**src/rtl/com_bus_pkg.sv**
```systemverilog
// Shared types and helpers for the common-bus transaction controller.
package com_bus_pkg;

  localparam int MAX_CACHES = 8;
  localparam int IDX_W      = 3;

  typedef enum logic [2:0] {
    IDLE     = 3'd0,
    SNOOP    = 3'd1,
    MEM_RD   = 3'd2,
    INV_WAIT = 3'd3,
    DONE     = 3'd4,
    ERR      = 3'd5
  } txn_state_t;

  typedef enum logic [1:0] {
    OP_RD  = 2'd0,
    OP_RDX = 2'd1,
    OP_INV = 2'd2
  } bus_op_t;

  function automatic logic isOneHot(input logic [MAX_CACHES-1:0] vec);
    return ($countones(vec) == 1);
  endfunction

  function automatic logic [IDX_W-1:0] oneHotToIdx(input logic [MAX_CACHES-1:0] vec);
    logic [IDX_W-1:0] idx;
    idx = '0;
    for (int i = 0; i < MAX_CACHES; i++) begin
      if (vec[i]) idx = IDX_W'(i);
    end
    return idx;
  endfunction

endpackage

```
**src/rtl/inv_collector.sv**
```systemverilog
// Gathers Invalidation_done responses from every cache except the requester
// and reports when all of them have been seen.
module inv_collector #(
  parameter int NUM_CACHES = 4
) (
  input  logic                  clk,
  input  logic                  rst,
  input  logic                  i_start,
  input  logic                  i_track,
  input  logic                  i_enable,
  input  logic [NUM_CACHES-1:0] i_othersMask,
  input  logic [NUM_CACHES-1:0] i_invDone,
  output logic                  o_complete
);

  logic [NUM_CACHES-1:0] r_invSeen;
  logic [NUM_CACHES-1:0] w_merged;

  assign w_merged   = r_invSeen | (i_invDone & i_othersMask);
  assign o_complete = ((w_merged & i_othersMask) == i_othersMask);

  // Load on start (so stale bits never leak in), accumulate while active, clear otherwise.
  always_ff @(posedge clk or posedge rst) begin
    if (rst) begin
      r_invSeen <= '0;
    end else if (i_start) begin
      r_invSeen <= i_track ? (i_invDone & i_othersMask) : '0;
    end else if (i_enable) begin
      r_invSeen <= w_merged;
    end else begin
      r_invSeen <= '0;
    end
  end

endmodule

```
**src/rtl/com_bus_txn_ctrl.sv**
```systemverilog
// Sequences one common-bus transaction: snoop window, supply/abort or memory
// read, invalidation collection, completion counting and hang detection.
module com_bus_txn_ctrl
  import com_bus_pkg::*;
#(
  parameter int NUM_CACHES  = 4,
  parameter int ADDR_W      = 32,
  parameter int SNOOP_WIN   = 4,
  parameter int TIMEOUT_CYC = 64
) (
  input  logic                  clk,
  input  logic                  rst,
  input  logic [NUM_CACHES-1:0] Com_Bus_Gnt_proc,
  input  logic                  BusRd,
  input  logic                  BusRdX,
  input  logic                  Invalidate,
  input  logic [ADDR_W-1:0]     Address_Com,
  input  logic [NUM_CACHES-1:0] Shared_local,
  input  logic [NUM_CACHES-1:0] Data_in_Bus,
  input  logic [NUM_CACHES-1:0] Invalidation_done,
  input  logic                  Mem_data_rdy,
  output logic                  Shared,
  output logic                  Mem_oprn_abort,
  output logic                  Mem_rd_req,
  output logic [ADDR_W-1:0]     Mem_rd_addr,
  output logic                  All_Invalidation_done,
  output logic                  txn_busy,
  output logic                  txn_timeout,
  output logic                  proto_err,
  output logic [15:0]           txn_count
);

  localparam int SNP_W = $clog2(SNOOP_WIN + 1);
  localparam int TMO_W = $clog2(TIMEOUT_CYC + 1);

  txn_state_t            r_state;
  txn_state_t            w_nextState;
  bus_op_t               r_op;
  bus_op_t               w_startOp;
  logic [IDX_W-1:0]      r_reqId;
  logic [ADDR_W-1:0]     r_addr;
  logic [SNP_W-1:0]      r_snpCnt;
  logic [TMO_W-1:0]      r_tmoCnt;
  logic                  r_shared;
  logic                  r_abort;
  logic                  r_allInv;
  logic                  r_timeout;
  logic                  r_protoErr;
  logic [15:0]           r_txnCount;

  logic [MAX_CACHES-1:0] w_gntExt;
  logic [NUM_CACHES-1:0] w_reqMask;
  logic [NUM_CACHES-1:0] w_othersMask;
  logic                  w_gntOneHot;
  logic                  w_anyOp;
  logic                  w_multiOp;
  logic                  w_start;
  logic                  w_badGnt;
  logic                  w_reqGnt;
  logic                  w_active;
  logic                  w_track;
  logic                  w_supplier;
  logic                  w_sharedHit;
  logic                  w_tmoHit;
  logic                  w_invComplete;

  assign w_gntExt     = MAX_CACHES'(Com_Bus_Gnt_proc);
  assign w_gntOneHot  = isOneHot(w_gntExt);
  assign w_anyOp      = BusRd | BusRdX | Invalidate;
  assign w_multiOp    = (BusRd & BusRdX) | (BusRd & Invalidate) | (BusRdX & Invalidate);
  assign w_start      = (r_state == IDLE) && w_gntOneHot && w_anyOp;
  assign w_badGnt     = (r_state == IDLE) && !w_gntOneHot && w_anyOp;
  assign w_startOp    = BusRdX ? OP_RDX : (BusRd ? OP_RD : OP_INV);
  assign w_reqMask    = NUM_CACHES'(1) << r_reqId;
  assign w_reqGnt     = |(Com_Bus_Gnt_proc & w_reqMask);
  assign w_othersMask = (r_state == IDLE) ? ~Com_Bus_Gnt_proc : ~w_reqMask;
  assign w_active     = (r_state == SNOOP) || (r_state == MEM_RD) || (r_state == INV_WAIT);
  assign w_track      = w_start ? (w_startOp != OP_RD) : (r_op != OP_RD);
  assign w_supplier   = |(Data_in_Bus & w_othersMask);
  assign w_sharedHit  = |(Shared_local & w_othersMask);
  assign w_tmoHit     = w_active && (r_tmoCnt == TMO_W'(TIMEOUT_CYC - 1));

  inv_collector #(
    .NUM_CACHES (NUM_CACHES)
  ) u_inv_collector (
    .clk          (clk),
    .rst          (rst),
    .i_start      (w_start),
    .i_track      (w_track),
    .i_enable     (w_active && (r_op != OP_RD)),
    .i_othersMask (w_othersMask),
    .i_invDone    (Invalidation_done),
    .o_complete   (w_invComplete)
  );

  // State register.
  always_ff @(posedge clk or posedge rst) begin
    if (rst) r_state <= IDLE;
    else     r_state <= w_nextState;
  end

  // Next-state decode: losing the grant wins, then timeout, then normal progress.
  always_comb begin
    w_nextState = r_state;
    case (r_state)
      IDLE: begin
        if (w_start) w_nextState = (w_startOp == OP_INV) ? INV_WAIT : SNOOP;
      end
      SNOOP: begin
        if (!w_reqGnt)                      w_nextState = IDLE;
        else if (w_tmoHit)                  w_nextState = ERR;
        else if (w_supplier)                w_nextState = (r_op == OP_RD) ? DONE : INV_WAIT;
        else if (r_snpCnt == SNP_W'(1))     w_nextState = MEM_RD;
      end
      MEM_RD: begin
        if (!w_reqGnt)                      w_nextState = IDLE;
        else if (w_tmoHit)                  w_nextState = ERR;
        else if (Mem_data_rdy)              w_nextState = (r_op == OP_RD) ? DONE : INV_WAIT;
      end
      INV_WAIT: begin
        if (!w_reqGnt)                      w_nextState = IDLE;
        else if (w_tmoHit)                  w_nextState = ERR;
        else if (w_invComplete)             w_nextState = DONE;
      end
      DONE, ERR: begin
        if (!w_reqGnt)                      w_nextState = IDLE;
      end
      default: w_nextState = IDLE;
    endcase
  end

  // Transaction datapath: latched request, counters and registered status flags.
  always_ff @(posedge clk or posedge rst) begin
    if (rst) begin
      r_op       <= OP_RD;
      r_reqId    <= '0;
      r_addr     <= '0;
      r_snpCnt   <= '0;
      r_tmoCnt   <= '0;
      r_shared   <= 1'b0;
      r_abort    <= 1'b0;
      r_allInv   <= 1'b0;
      r_timeout  <= 1'b0;
      r_protoErr <= 1'b0;
      r_txnCount <= '0;
    end else begin
      if (w_start) begin
        r_op    <= w_startOp;
        r_reqId <= oneHotToIdx(w_gntExt);
        r_addr  <= Address_Com;
      end

      if (w_start)                 r_snpCnt <= SNP_W'(SNOOP_WIN);
      else if (r_state == SNOOP)   r_snpCnt <= r_snpCnt - SNP_W'(1);

      r_tmoCnt <= w_active ? (r_tmoCnt + TMO_W'(1)) : '0;

      if ((w_nextState == IDLE) || (w_nextState == ERR))  r_shared <= 1'b0;
      else if ((r_state == SNOOP) && w_sharedHit)         r_shared <= 1'b1;

      r_abort <= (r_state == SNOOP) && w_supplier &&
                 ((w_nextState == DONE) || (w_nextState == INV_WAIT));

      if ((w_nextState == IDLE) || (w_nextState == ERR)) begin
        r_allInv <= 1'b0;
      end else if (w_track && w_invComplete &&
                   ((w_nextState == INV_WAIT) ||
                    ((r_state == INV_WAIT) && (w_nextState == DONE)))) begin
        r_allInv <= 1'b1;
      end

      r_timeout <= w_tmoHit && (w_nextState == ERR);

      if (w_badGnt || (w_start && w_multiOp) || (w_active && !w_reqGnt)) r_protoErr <= 1'b1;

      if ((w_nextState == DONE) && (r_state != DONE)) r_txnCount <= r_txnCount + 16'd1;
    end
  end

  assign Shared                = r_shared;
  assign Mem_oprn_abort        = r_abort;
  assign Mem_rd_req            = (r_state == MEM_RD);
  assign Mem_rd_addr           = (r_state == MEM_RD) ? r_addr : '0;
  assign All_Invalidation_done = r_allInv;
  assign txn_busy              = (r_state != IDLE);
  assign txn_timeout           = r_timeout;
  assign proto_err             = r_protoErr;
  assign txn_count             = r_txnCount;

endmodule
```
**config.mk**
```make
export PLATFORM = sky130hd
export DESIGN_NAME = com_bus_txn_ctrl
export DESIGN_NICKNAME = d
export VERILOG_FILES = /design/src/rtl/com_bus_pkg.sv /design/src/rtl/inv_collector.sv /design/src/rtl/com_bus_txn_ctrl.sv
export SDC_FILE = /design/constraint.sdc
export NUM_CORES = 1
export LEC_CHECK = 0
export CORE_ASPECT_RATIO = 1.25
export CORE_MARGIN = 4
export CORE_UTILIZATION = 48
export DETAILED_ROUTE_END_ITERATION = 12
export PLACE_DENSITY = 0.81
export SYNTH_ARGS = -nofsm -noshare
export SYNTH_HDL_FRONTEND = slang
export SYNTH_SLANG_ARGS = --single-unit
```
**constraint.sdc**
```tcl
create_clock -name clk -period 3.6 [get_ports clk]
set_clock_uncertainty 0.1 [all_clocks]
set_input_delay 0.72 -clock clk [delete_from_list [all_inputs] [get_ports clk]]
set_output_delay 0.72 -clock clk [all_outputs]
set_load 0.01 [all_outputs]
```
==> qor.yml <==
overflow: 0
status: "finished clean"
grt_max_degree: 43
ys.flop_type: "dfrtp_1"
ir_drop_uv: 461.8
ys_warn_count: 0
wirelength_um: 10180
syn_area_um2: 3829
async_reset_ff_frac: 1.000
ys_seq_elements: 74
reg2reg_depth: 10
power.total_w: 0.003605
die_w_um: 87.88
max_freq_ghz: 0.2954
wl_per_cell_um: 17.16
dp_hpwl_um: 7033
ys_seq_area_frac: 0.4837
hold_depth: 1
hold_end: "r_tmoCnt[0]"
drc: 0
cp.arrival_ps: 3510
r2r_setup_slack_ps: 360
stdcell_area_um2: 5513
syn_inst: 363
cap_violations: 0
drt-initial-drc-count: 230
syn-num-nets: 424
cts_root_buf: "clkbuf_8"
cts.sinks: 74
path_class: "in2reg"
tns_ps: 0
core_um2: 7792
row_count: 36
report.final.hold_viol_count: 0
syn2layout_area_growth_pct: 43.99
setup_viol: 0
n_antenna_cell: 0
maxSlewHeadroom: 0.5332
cp-end-kind: "register"
first_pass_iters: 4
cp-start-kind: "primary input"
synth_cell_types: 55
fin_nets: 554
grt_pass1_wl_um: 16420
path_clk_slew_ps: 70
leakage_nw: 2.371
ant_nets: 0
min_from: "r_tmoCnt[0]"
viasPerCell: 5.518
rsz0062_at_grt: "false"
worstSkewPairLatency_ps: 340
vias: 3272
r2r-start: "r_state[2]"
r2r_end: "All_Invalidation_done"
synth_edf_count: 0
gr-usage-all-layers: 0.2193
dieArea_um2: 9478
numPortBuffers: 108
die_h_um: 107.9
pin_count: 109
h-tree-depth: 3
tightest_slew_ps: 699.2
cts_buffers: 9
start_util: 0.4913
synth_area_per_cell_um2: 10.55
antenna_found_initial: 0
place.gp.congestion: 0.9201
fin_crit_sh: 0.9402
drive_gt1_frac: 0.1988
critical_path.max_fanout: 8
clock_path_buffers: 2
cp.required_ps: 3720
cts_tree: "built"
worstHoldPathType: "reg2reg"
layout_min_cycle_time_ps: 3385
placed_area_um2: 5144
p_per_area_nw_per_um2: 654.0
grt_pass1_vias: 3447
fill_cells: 569
slew_viol_final: 0
[Yosys cell counts, drive strengths merged (2+ instances only)]
master   n  area (µm²)
buf      3       27.52
and3     7       43.79
a22oi    6       45.04
o21a     2       15.01
and2    33       206.5
nand3    7       35.03
nor3    11       65.06
clkbuf  12       45.04
or4b     2       23.77
a31oi    3       18.77
xor2     2       17.52
xnor2   18       157.7
inv     16       60.05
a221oi   2       17.52
or2      3       18.77
nor2b    3       18.77
a211o    3       26.28
a21oi   10       50.05
o211ai   2       15.01
o21ai    7       35.03
dfrtp   74        1852
nand2   20       75.07
nor3b    2       15.01
mux2i    2       20.02
nor2    38       142.6
nand2b   4       25.02
nand4    9       56.30
ha       6       75.07
mux2    34       382.9
[report_power, final]
group | internal, W | switching [W] | leakage (nW) | total [W]
Clock | 0.000482 | 0.000295 | 0.121 | 0.000777
Sequential | 0.00110 | 0.000191 | 0.937 | 0.00129
Combinational | 0.000805 | 0.000737 | 1.31 | 0.00154
[final cells by class]
cell class                 count  area [µm²]  area share
clock buffer                  12       145.1     0.02633
timing repair buffer         133        1304      0.2365
inverter                      16       60.06     0.01089
tap                           95       118.9     0.02156
sequential                    74        1852      0.3359
multi-input combinational    259        1934      0.3509
clock inverter                 4       98.84     0.01793
[flip-flops by register name (all words and copies together), names as in the netlist, 2 cells and up]
register,cells
r_op,2
r_snpCnt,3
r_state,3
r_reqId,2
r_addr,32
u_inv_collector.r_invSeen,4
r_tmoCnt,7
txn_count,16
[layer usage]
| layer | up-vias | GRT usage | share of wire |
|---|---|---|---|
| met1 | 1616 | 0.2765 | 0.40 |
| met2 | 117 | 0.3675 | 0.51 |
| met4 | 0 | 0.06798 | 0.021 |
| li1 | 1519 | - | - |
| met5 | - | 0 | 0 |
| met3 | 20 | 0.05436 | 0.066 |
[worst max path at each step]
stage / to / from / depth (start not counted)
2_1_floorplan: txn_count[11] / Com_Bus_Gnt_proc[0] / 14
3_3_place_gp: All_Invalidation_done / Com_Bus_Gnt_proc[0] / 13
3_5_place_dp: All_Invalidation_done / Com_Bus_Gnt_proc[0] / 13
4_1_cts: txn_count[1] / Com_Bus_Gnt_proc[0] / 13
5_1_grt: txn_count[1] / Com_Bus_Gnt_proc[0] / 14
6_report: txn_count[1] / Com_Bus_Gnt_proc[0] / 14
[through the flow]
step / std cells / setup WS, ps / util / hold slack (ps)
finish: 593 / 215.1 / 0.7075 / 375.4
global placement: 572 / -522.0 / 0.6601 / 350.6
floorplan: 363 / 55.14 / - / 324.4
detailed placement: 572 / -601.7 / 0.6601 / 371.2
global route: 593 / 147.0 / 0.7075 / 401.4
CTS: 591 / -73.12 / 0.6989 / 380.3
[critical path: stages]
cell,delay (ps)
dlymetal6s2s_1,120
inv_2,50
fa_1,520
inv_1,50
ha_1,170
ha_1,270
or3b_4,400
nor3_4,210
buf_6,130
o21ai_4,70
nor2_4,130
o2bb2ai_4,190
a211oi_4,130
mux2_4,340
[cell families after synthesis]
family | share of synthesized area
AO/OA/AOI/OAI | 0.09967
XOR/XNOR | 0.04575
adder cells (fa/ha/maj) | 0.02745
buffers and inverters | 0.03464
flip-flops | 0.4837
multiplexers | 0.1111
AND/OR/NAND/NOR | 0.1977
[what timing repair did]
item | CTS | global route
gates resized for setup | 6 | 14
endpoints found under the setup margin | 46 | 47
setup buffers | 3 | 2
hold buffers | 0 | 0
gates cloned | 1 | 0
pin swaps | 5 | 9
[cells in the final DEF, fill, tap and decap left out, types with 8 or more instances in the layout]
cell type,netlist,final
nor2_1,38,36
and2_1,33,33
buf_4,0,21
inv_1,15,12
dfrtp_1,74,74
xnor2_1,18,18
nor3_1,9,8
clkdlybuf4s50_1,0,105
clkbuf_8,0,10
nand2_1,20,19
a21oi_1,10,10
mux2_2,34,33
nand4_1,9,9
No activity file was read; power rests on OpenSTA's default activity.
